<file path="src/rtl/ieee_demo_if.sv">
`default_nettype none
// +--------------------------------------------------------------------+
// | Module      : ieee_demo_if                                         |
// | Description : Pin bundle of the ieee_demo user tile: dedicated     |
// |               inputs/outputs, bidirectional pins and tile select.  |
// | Revision    : 1.0  initial release                                 |
// +--------------------------------------------------------------------+
interface ieee_demo_if;
  logic       ena;
  logic [7:0] ui_in;
  logic [7:0] uo_out;
  logic [7:0] uio_in;
  logic [7:0] uio_out;
  logic [7:0] uio_oe;

  // Harness side: drives the tile inputs, observes its outputs.
  modport master (
    output ena,
    output ui_in,
    output uio_in,
    input  uo_out,
    input  uio_out,
    input  uio_oe
  );

  // Tile side: the counter itself.
  modport slave (
    input  ena,
    input  ui_in,
    input  uio_in,
    output uo_out,
    output uio_out,
    output uio_oe
  );
endinterface : ieee_demo_if
`default_nettype wire

</file>
<file path="src/rtl/ieee_demo.sv">
`default_nettype none
// +--------------------------------------------------------------------+
// | Module      : ieee_demo                                            |
// | Description : 8-bit cycle counter user tile. ui_in[0] enables      |
// |               counting, ui_in[2] clears, ui_in[3] loads uio_in.    |
// |               Clear beats load, load beats count. The count is     |
// |               driven straight from the register onto uo_out. The  |
// |               bidirectional pins are permanently inputs.           |
// | Options     : IEEE_DEMO_UPDOWN_EN - when defined, ui_in[1]=1       |
// |               makes an enabled count step down instead of up.      |
// | Revision    : 1.0  initial release                                 |
// +--------------------------------------------------------------------+
module ieee_demo (
  input  logic             clk,
  input  logic             rst,
  ieee_demo_if.slave       bus
);

  localparam logic [7:0] C_STEP_UP   = 8'h01;
  localparam logic [7:0] C_STEP_DOWN = 8'hFF;  // +255 == -1 modulo 256

  logic [7:0] count_q;
  logic [7:0] count_d;
  logic [7:0] w_step;

  logic w_enable;
  logic w_clear;
  logic w_load;

  assign w_enable = bus.ui_in[0];
  assign w_clear  = bus.ui_in[2];
  assign w_load   = bus.ui_in[3];

`ifdef IEEE_DEMO_UPDOWN_EN
  // Direction bit selects the signed step; the adder wraps naturally.
  assign w_step = bus.ui_in[1] ? C_STEP_DOWN : C_STEP_UP;

  // Tile select and upper control bits carry no function.
  logic [4:0] w_unused_bits;
  assign w_unused_bits = {bus.ena, bus.ui_in[7:4]};
`else
  // Up-only build: direction bit is deliberately ignored.
  assign w_step = C_STEP_UP;

  logic [5:0] w_unused_bits;
  assign w_unused_bits = {bus.ena, bus.ui_in[7:4], bus.ui_in[1]};
  logic [7:0] w_unused_down;
  assign w_unused_down = C_STEP_DOWN;
`endif

  // Next-count selection in priority order: clear, load, count, hold.
  always_comb begin
    count_d = count_q;
    if (w_clear) begin
      count_d = 8'h00;
    end else if (w_load) begin
      count_d = bus.uio_in;
    end else if (w_enable) begin
      count_d = count_q + w_step;
    end
  end

  // Counter register; reset clears it immediately, independent of clk.
  always_ff @(posedge clk or posedge rst) begin
    if (rst) begin
      count_q <= 8'h00;
    end else begin
      count_q <= count_d;
    end
  end

  assign bus.uo_out  = count_q;
  assign bus.uio_out = 8'h00;
  assign bus.uio_oe  = 8'h00;

endmodule : ieee_demo
`default_nettype wire

</file>
<file path="src/flat_wrapper.sv">
// flat-port wrapper written by rule: the top's interface ports become plain ports
module ieee_demo_flat 
  (clk, rst, bus_ena, bus_ui_in, bus_uio_in, bus_uo_out, bus_uio_out, bus_uio_oe);
  ieee_demo_if bus_i ();
  input  logic clk;
  input  logic rst;
  input wire logic [$bits(bus_i.ena)-1:0] bus_ena;
  input wire logic [$bits(bus_i.ui_in)-1:0] bus_ui_in;
  input wire logic [$bits(bus_i.uio_in)-1:0] bus_uio_in;
  output wire logic [$bits(bus_i.uo_out)-1:0] bus_uo_out;
  output wire logic [$bits(bus_i.uio_out)-1:0] bus_uio_out;
  output wire logic [$bits(bus_i.uio_oe)-1:0] bus_uio_oe;
  assign bus_i.ena = bus_ena;
  assign bus_i.ui_in = bus_ui_in;
  assign bus_i.uio_in = bus_uio_in;
  assign bus_uo_out = bus_i.uo_out;
  assign bus_uio_out = bus_i.uio_out;
  assign bus_uio_oe = bus_i.uio_oe;
  ieee_demo u_core (.clk(clk), .rst(rst), .bus(bus_i));
endmodule
</file>
<file path="config.mk">
export PLATFORM = sky130hd
export DESIGN_NAME = ieee_demo_flat
export DESIGN_NICKNAME = d
export VERILOG_FILES = /design/src/rtl/ieee_demo_if.sv /design/src/rtl/ieee_demo.sv /design/src/flat_wrapper.sv
export SDC_FILE = /design/constraint.sdc
export NUM_CORES = 1
export LEC_CHECK = 0
export BUFFER_PORTS_ARGS = -buffer_cell sky130_fd_sc_hd__buf_2
export CAP_MARGIN = 20
export CORE_MARGIN = 3
export CORE_UTILIZATION = 35
export CTS_CLUSTER_DIAMETER = 150
export DETAILED_ROUTE_END_ITERATION = 12
export HOLD_SLACK_MARGIN = 0.08
export PLACE_DENSITY = 0.73
export SLEW_MARGIN = 30
export SYNTH_ARGS = -nofsm -noshare
export SYNTH_HDL_FRONTEND = slang
export SYNTH_SLANG_ARGS = --single-unit
</file>
<file path="constraint.sdc">
create_clock -name clk -period 1.31 [get_ports clk]
set_clock_uncertainty 0.15 [all_clocks]
set_input_delay 0 -clock clk [delete_from_list [all_inputs] [get_ports clk]]
set_output_delay 0 -clock clk [all_outputs]
set_load 0.02 [all_outputs]
</file>
==> impl_metrics.toml, run 1 <==
[setup_path]
cp.required_ns = 1.32
cp.arrival_ns = 1.40
r2r_cells = 4
r2r_start = "u_core.bus.uo_out[1]$_DFFE_PP0P_"
path_max_fanout = 4
slowest_stage = "dfrtp_2"
critPathKind = "flip-flop to flip-flop"
crit_chain = "ha_4 -> nand2_2 -> or3_1 -> a311oi_1"
crit_end = "u_core.bus.uo_out[6]$_DFFE_PP0P_"
start_kind = "flip-flop"
crit_start = "u_core.bus.uo_out[1]$_DFFE_PP0P_"
timing.rr.end = "u_core.bus.uo_out[6]$_DFFE_PP0P_"
cp_slowest_stage_delay_ns = 0.41
reg2reg_slack_ns = -0.07
cp-end-kind = "flip-flop"

[timing]
setup_viol = 6
finalWorstSetupSlack_ns = -0.0741
hold_violations = 0
timing.final.crit_share_pct = 106
final-max-slew-violation-count = 0
layout_min_cycle_time_ns = 1.38
rsz0062_at_grt = "true"
fmax_mhz = 722
timing.setup.tns_ns = -0.230

[cells_and_area]
final_area_um2 = 995
synthToLayoutAreaGrowth_pct = 64.9
final_layout_size_suffix_gt1_share_pct = 45.3
largest_reg_flops = 8
instances_no_fill = 133
fill_cells = 137
final_common_cell = "buf_2"
mostFrequentLayoutCells = "20 x buf_2, 16 x conb_1, 15 x dlygate4sd3_1, 15 x buf_4"
num_antenna_cells = 0
postLayoutCoreUtil_pct = 63.8
nets = 138

[yosys]
synthTopCellsByArea = "dfrtp_1 33%, buf_4 20%, a211oi_1 3.7%"
synth_compound_area_share_pct = 14.5
syn_area_per_cell_um2 = 9.14
syn-instance-count = 66
synthMuxAreaShare_pct = 3.32
synthAdderAreaFrac_pct = 2.07
syn_area_um2 = 603
ys_types = 29
synth.ff_latch_count = 8
synth_xor_area_share_pct = 4.36
ys_seq_area_share_pct = 33.2
synthSimpleGateAreaFrac_pct = 18.0
yosysTopAreaCell = "dfrtp_1"
synth_top_cell_area_share_pct = 33.2
ys_warn_count = 0
synth_top_family_by_area = "buffers and inverters"

[clocking]
cts-root-buf = "clkbuf_4"
clock_latency_ns = 0.26
cts_tree = "yes"
clkSinkCount = 8
cts.clk_slew.worst_paths_ns = 0.06
cts.path.max_buffers = 2
htreeDepth = 1
cts_inserted_buffers = 3

[place]
gp_congestion = 0.762
dp_cells = 107
dp_hpwl_mm = 1.01
numPortBuffers = 20
placed_area_um2 = 738

[detailed_routing]
drc = 0
drtAntennaViolNets = 0
vias = 606
drtIter0Drc = 11
drt-vias-per-instance = 4.56
wl_per_cell_um = 12.5
wl_mm = 1.67
drtPass1Iterations = 4

[status]
outcome = "finished with violations"
failed_checks = "setup timing"

[grt]
grt_usage_pct = 13.1
grt_pass1_wl_mm = 2.03
grt_pass1_vias = 466
grt_overflow = 0
antenna_found_initial = 0
grt_max_degree = 10

[pwr]
totalPowerFinal_mw = 0.765
p_per_area_mw_per_mm2 = 769
leakage_nw = 0.486
peakVddDrop_v = 0.000475

[floorplan]
die_h_um = 47.5
die_w_um = 47.5
core_mm2 = 0.00156
ios = 43
start_util_pct = 38.7
rows = 14
die_area_mm2 = 0.00226

[flow_run]
cap_violations = 0

[hold_path]
holdCritPathClass = "input port to flip-flop"
## where the power goes
group	internal [mW]	total (mW)	switching [mW]
Sequential	0.267	0.288	0.0207
Combinational	0.120	0.262	0.141
Clock	0.117	0.215	0.0978
## cells by family (layout without fill, tap and decap cells)
family,count (synthesis),after routing
buf+inv,22,58
xor+xnor,3,3
mux,2,2
other cells,1,16
simple gates,18,18
flops,8,8
compound gates,11,11
fa+ha+maj,1,1
## critical path: cells and delay by family, from the launching register on
kind	cells	cell delay (ns)
AOI/OAI and AO/OA	1	0.21
DFF	1	0.41
and+or+nand+nor	2	0.37
adders and majority gates	1	0.15
## Yosys cell counts
master / count
conb_1: 1
a211oi_1: 3
xnor2_1: 1
buf_1: 1
o21ai_0: 2
a311oi_1: 2
xor2_1: 2
nor2_1: 6
and3_1: 1
clkinv_1: 1
nand3_1: 1
nand4_2: 1
mux2i_1: 2
a21oi_1: 1
nor2b_1: 1
ha_1: 1
dfrtp_1: 8
a2111oi_1: 1
nand2b_1: 1
inv_1: 3
a2111oi_2: 1
buf_2: 1
or3_1: 2
nor4bb_1: 1
nand2_1: 1
buf_4: 16
nand4_1: 2
and4b_2: 1
o21a_1: 1
## routing by layer
| metal | wire [µm] | vias to the layer above | track usage, % | share of wire [%] |
|---|---|---|---|---|
| li1 | - | 304 | - | - |
| met1 | 710 | 277 | 16.9 | 43 |
| met2 | 850 | 25 | 20.1 | 51 |
| met3 | 105 | 0 | 4.51 | 6.3 |
| met4 | 0 | 0 | 4.97 | 0 |
| met5 | 0 | - | 0 | 0 |
## repair_timing
action	CTS	global route
hold endpoints to repair	16	5
buffers inserted	0	7
pin swaps	3	1
resized for setup	0	4
hold buffers	11	4
setup endpoints to repair	5	6
## worst min path at each step
stage                                            end    startpoint  cells after the start  slack (ns)
floorplan           u_core.bus.uo_out[6]$_DFFE_PP0P_           rst                      1       -0.33
global placement    u_core.bus.uo_out[7]$_DFFE_PP0P_           rst                      2       -0.19
detailed placement  u_core.bus.uo_out[7]$_DFFE_PP0P_           rst                      2       -0.18
CTS                 u_core.bus.uo_out[3]$_DFFE_PP0P_  bus_ui_in[3]                      2       -0.11
global route        u_core.bus.uo_out[0]$_DFFE_PP0P_  bus_ui_in[0]                      4        0.07
finish              u_core.bus.uo_out[0]$_DFFE_PP0P_  bus_ui_in[0]                      4        0.02
## area by class of cell
cell class / count / area [µm²] / area share, %
multi-input combinational: 51 / 359 / 36.1
timing repair buffer: 50 / 363 / 36.5
clock buffer: 4 / 26.3 / 2.64
tap: 16 / 20.0 / 2.01
sequential: 8 / 208 / 20.9
inverter: 4 / 18.8 / 1.89
## stage by stage
stage	hold slack [ns]	setup WS (ns)
after global routing	0.0723	-0.145
after global placement	-0.186	-0.0229
after CTS	-0.109	-0.0739
after detailed placement	-0.182	-0.0733
after floorplan	-0.335	-0.0805
final	0.0177	-0.0741
No activity file was read; power rests on OpenSTA's default activity.
==> run 2: changes to the inputs <==
--- a/config.mk
+++ b/config.mk
@@ -8,3 +8,2 @@
 export BUFFER_PORTS_ARGS = -buffer_cell sky130_fd_sc_hd__buf_2
-export CAP_MARGIN = 20
 export CORE_MARGIN = 3
--- a/constraint.sdc
+++ b/constraint.sdc
@@ -4,2 +4,2 @@
 set_output_delay 0 -clock clk [all_outputs]
-set_load 0.02 [all_outputs]
+set_load 0.1 [all_outputs]
==> run 2 against run 1 <==
Against the previous run:
- the run still ends with setup timing left
- final area is 2.5% higher
- critical path depth is 1 lower
- maximum frequency is 4.9% lower
- sequential share of layout area is 1.5 points higher
- critical path type unchanged
- highest routed layer is now met4
==> impl_metrics.toml, run 2 (synthesis gave the netlist of run 1 again) <==
[status]
outcome = "finished with violations"
failed_checks = "setup timing"

[place]
dp_cells = 107
dp_hpwl_mm = 1.10
gp_congestion = 0.774
numPortBuffers = 20

[pwr]
leakage_nw = 0.459
totalPowerFinal_mw = 1.05
peakVddDrop_v = 0.000608
p_per_area_mw_per_mm2 = 1030

[cells_and_area]
num_antenna_cells = 0
mostFrequentLayoutCells = "16 x conb_1, 14 x buf_2, 12 x dlygate4sd3_1"
synthToLayoutAreaGrowth_pct = 69.1
instances_no_fill = 122
final_common_cell = "conb_1"
postLayoutCoreUtil_pct = 65.4
final_layout_size_suffix_gt1_share_pct = 45.3
nets = 128
largest_reg_flops = 8

[hold_path]
holdCritPathClass = "input port to flip-flop"

[detailed_routing]
drc = 0
wl_per_cell_um = 12.9
drt-vias-per-instance = 4.66
drtPass1Iterations = 4
vias = 569
drtAntennaViolNets = 0
wl_mm = 1.57
drtIter0Drc = 4

[grt]
grtUsageMet2_pct = 23.8
grt_pass1_wl_mm = 2.17
grt_usage_pct = 14.2
grt_overflow = 0
busiest_layer = "met2"
grt_pass1_vias = 476
grt_max_degree = 10
met1_usage_pct = 16.2
met3_usage_pct = 3.38
antenna_found_initial = 0

[setup_path]
crit_family = "flip-flops"
crit_chain = "and3_4 -> nor4bb_1 -> a2111oi_1"
cp.arrival_ns = 1.43
slowest_stage = "dfrtp_4"
path_buf_inv = 0
critPathKind = "flip-flop to flip-flop"
cp_slowest_stage_delay_ns = 0.50
start_kind = "flip-flop"
cp-end-kind = "flip-flop"
cp.required_ns = 1.29
path_max_fanout = 5

[floorplan]
core_mm2 = 0.00156
rows = 14
start_util_pct = 38.7
die_h_um = 47.5
ios = 43
die_area_mm2 = 0.00226
die_w_um = 47.5

[timing]
layout_min_cycle_time_ns = 1.46
timing.setup.tns_ns = -0.464
timing.final.crit_share_pct = 111
hold_violations = 0
finalWorstSetupSlack_ns = -0.145
fmax_mhz = 687
final-max-slew-violation-count = 0
rsz0062_at_grt = "true"
setup_viol = 5

[clocking]
cts-root-buf = "clkbuf_4"
cts_tree = "yes"
cts.path.max_buffers = 2
htreeDepth = 1
clock_latency_ns = 0.26
clkSinkCount = 8
cts.clk_slew.worst_paths_ns = 0.05
cts_setup_buffers = 0
cts_inserted_buffers = 3

[flow_run]
cap_violations = 0
[run 2: path summary, 6_finish.rpt]
check,cells after the start,start,endpoint,slack [ns]
max in group asynchronous,3,rst,u_core.bus.uo_out[6]$_DFFE_PP0P_,0.65
min reg2reg,2,u_core.bus.uo_out[7]$_DFFE_PP0P_,u_core.bus.uo_out[7]$_DFFE_PP0P_,0.43
min,4,bus_ui_in[0],u_core.bus.uo_out[0]$_DFFE_PP0P_,0.05
max,3,u_core.bus.uo_out[1]$_DFFE_PP0P_,u_core.bus.uo_out[5]$_DFFE_PP0P_,-0.15
max reg2reg,3,u_core.bus.uo_out[1]$_DFFE_PP0P_,u_core.bus.uo_out[5]$_DFFE_PP0P_,-0.15
min in group asynchronous,3,rst,u_core.bus.uo_out[4]$_DFFE_PP0P_,0.09
[run 2: stage by stage]
stage | setup slack, ns | area (µm²) | hold slack, ns
after floorplan | -0.286 | 721 | -0.334
after global placement | -0.0602 | 862 | -0.186
after detailed placement | -0.105 | 862 | -0.183
after CTS | -0.118 | 985 | -0.0944
after global routing | -0.183 | 1020 | 0.0815
final | -0.145 | 1020 | 0.0463
[run 2: final cells by class]
class	count	area (µm²)
repair buffers	40	374
inverters	4	15.0
flip-flops and latches	8	228
clock buffers	3	22.5
fillers	134	539
well taps	16	20.0
multi-input cells	51	360
[run 2: tightest hold or removal path: cells and delay by family]
| kind | cells | cell delay, ns |
|---|---|---|
| XOR/XNOR | 1 | 0.09 |
| buffers and inverters | 1 | 0.16 |
| multiplexers | 1 | 0.12 |
| AND/OR/NAND/NOR | 1 | 0.05 |
[run 2: metal layers]
layer	up-vias	share of wire, %
met3	2	7.0
met5	-	0
met4	0	1.8
li1	280	-
met2	28	52
met1	259	39
[run 2: timing repair]
| action | in CTS | in global routing |
|---|---|---|
| hold buffers | 10 | 2 |
| pin swaps | 0 | 2 |
| setup endpoints to repair | 5 | 7 |
| hold endpoints to repair | 16 | 3 |
| gates resized for setup | 0 | 3 |
[run 2: power breakdown]
part	internal (mW)	total (mW)	switching [mW]	leakage, nW
clock	0.105	0.191	0.0861	0.0138
combinational	0.146	0.554	0.408	0.354
sequential	0.276	0.303	0.0277	0.0919
total	0.527	1.05	0.522	0.459
==> run 3: changes to the inputs <==
- CELL_PAD_IN_SITES_DETAIL_PLACEMENT: not set -> 0
- CELL_PAD_IN_SITES_GLOBAL_PLACEMENT: not set -> 2
- CORE_ASPECT_RATIO: not set -> 2
- CORE_UTILIZATION: 35 -> 18
- PLACE_DENSITY: 0.73 -> 0.72
==> run 3 against run 2 <==
Against the previous run:
- the run still ends with setup timing left
- largest power group unchanged
- critical endpoint unchanged
- power increased by 13%
- critical path depth unchanged
- register-to-register slack about the same
- hold slack improved by 0.025 ns
- count of clock-buffer cells in the layout unchanged
- setup slack got worse by 0.0035 ns
- sequential share of layout area decreased by 2.4 points
- routed wire length increased by 7.7%
- final area increased by 12%
==> impl_metrics.toml, run 3 (synthesis gave the netlist of run 1 again) <==
[detailed_routing]
drt-vias-per-instance = 4.25
drtAntennaViolNets = 0
wl_per_cell_um = 12.1
drc = 0
drtIter0Drc = 4
vias = 595
drtPass1Iterations = 3
wl_mm = 1.69

[setup_path]
start_kind = "flip-flop"
cp-end-kind = "flip-flop"
r2r_cells = 3
slowest_stage = "dfrtp_4"
r2r_start = "u_core.bus.uo_out[0]$_DFFE_PP0P_"
cp.required_ns = 1.28
crit_chain = "and3_4 -> nor4bb_4 -> a2111oi_2"
cp_slowest_stage_delay_ns = 0.49
cp.arrival_ns = 1.42
timing.rr.end = "u_core.bus.uo_out[5]$_DFFE_PP0P_"
reg2reg_slack_ns = -0.15
path_max_fanout = 4
crit_end = "u_core.bus.uo_out[5]$_DFFE_PP0P_"
critPathKind = "flip-flop to flip-flop"
crit_start = "u_core.bus.uo_out[0]$_DFFE_PP0P_"

[floorplan]
start_util_pct = 18.9
core_mm2 = 0.00319
rows = 29
die_h_um = 87.9
ios = 43
die_w_um = 46.9
die_area_mm2 = 0.00412

[clocking]
clkSinkCount = 8
htreeDepth = 1
clock_latency_ns = 0.23
cts_inserted_buffers = 3
cts_tree = "yes"
cts.path.max_buffers = 2
cts-root-buf = "clkbuf_8"
cts.clk_slew.worst_paths_ns = 0.04

[timing]
layout_min_cycle_time_ns = 1.46
hold_violations = 0
final-max-slew-violation-count = 0
setup_viol = 5
timing.final.crit_share_pct = 111
finalWorstSetupSlack_ns = -0.149
fmax_mhz = 686
rsz0062_at_grt = "true"

[status]
outcome = "finished with violations"
failed_checks = "setup timing"

[cells_and_area]
instances_no_fill = 140
fill_cells = 332
mostFrequentLayoutCells = "16 x conb_1, 13 x buf_2, 12 x dlygate4sd3_1"
final_common_cell = "conb_1"
num_antenna_cells = 0
regArea_um2 = 228
final_layout_size_suffix_gt1_share_pct = 49.5
largest_reg_flops = 8
synthToLayoutAreaGrowth_pct = 89.6
multiInputGateArea_um2 = 400
postLayoutCoreUtil_pct = 35.8
nets = 131

[grt]
grt_max_degree = 10
busiest_layer = "met2"
met1_usage_pct = 8.49
grt_overflow = 0
grt_usage_pct = 9.06
grtUsageMet2_pct = 16.1
antenna_found_initial = 0
grt_pass1_wl_mm = 2.64
grt_pass1_vias = 608
met3_usage_pct = 1.44

[pwr]
leakage_nw = 0.510
peakVddDrop_v = 0.000494
intPower_mw = 0.639
switching_share_pct = 46.1
p_per_area_mw_per_mm2 = 1040
p_seq_share_pct = 25.4
combPwrFrac_pct = 49.2
p_sw_mw = 0.546
pwr-share-clk_pct = 25.4

[place]
dp_cells = 123
gp_congestion = 0.697
numPortBuffers = 20
dp_hpwl_mm = 1.24

[hold_path]
holdCritPathClass = "input port to flip-flop"

[flow_run]
cap_violations = 0
==> run 3: worst max-delay path, delay by kind of cell, from the launching register on <==
kind,cells,cell delay [ns]
AO/OA/AOI/OAI,1,0.34
flip-flops,1,0.49
AND/OR/NAND/NOR,2,0.36
==> run 3: cell type report <==
type                       instances  share of cell area (%)
sequential                         8                    19.9
timing repair buffer              43                    36.4
clock buffer                       3                    3.61
inverter                           4                    1.64
multi-input combinational         51                    35.0
tap                               31                    3.39
==> run 3: through the flow <==
stage               cell area, µm²  TNS, ns  hold slack [ns]  power, mW  setup WS, ns
floorplan                      721    -1.39           -0.334      0.733        -0.286
global placement               903   -0.275           -0.174      0.836       -0.0680
detailed placement             903   -0.447           -0.178      0.839        -0.142
CTS                           1070   -0.509           0.0754       1.18        -0.149
global route                  1140   -0.692            0.114       1.23        -0.184
finish                        1140   -0.394           0.0715       1.19        -0.149
==> run 3: worst min path at each step <==
stage	cells after the start	startpoint	to	slack, ns
floorplan	1	rst	u_core.bus.uo_out[0]$_DFFE_PP0P_	-0.33
global placement	2	rst	u_core.bus.uo_out[0]$_DFFE_PP0P_	-0.17
detailed placement	2	rst	u_core.bus.uo_out[5]$_DFFE_PP0P_	-0.18
CTS	4	bus_ui_in[0]	u_core.bus.uo_out[7]$_DFFE_PP0P_	0.08
global route	4	bus_ui_in[0]	u_core.bus.uo_out[7]$_DFFE_PP0P_	0.11
finish	4	bus_ui_in[0]	u_core.bus.uo_out[7]$_DFFE_PP0P_	0.07
==> run 3: power by group through the flow <==
| stage | clock [mW] | sequential [mW] | combinational, mW |
|---|---|---|---|
| final | 0.301 | 0.301 | 0.583 |
| after global routing | 0.315 | 0.303 | 0.608 |
| after CTS | 0.314 | 0.300 | 0.567 |
| after detailed placement | 0 | 0.304 | 0.535 |
| after global placement | 0 | 0.302 | 0.534 |
| after floorplan | 0 | 0.439 | 0.294 |
==> run 3: per-layer routing <==
metal,vias up,share of wire [%],wire [µm]
li1,286,-,-
met1,276,33,566
met2,28,57,962
met3,5,6.4,108
met4,0,3.4,57
met5,-,0,0
==> run 3: what timing repair did <==
| action | CTS | global route |
|---|---|---|
| gates resized for setup | 0 | 10 |
| endpoints found under the hold margin | 16 | 0 |
| setup endpoints to repair | 5 | 7 |
| hold buffers | 13 | 0 |
| pin swaps | 1 | 5 |
| setup buffers | 0 | 1 |
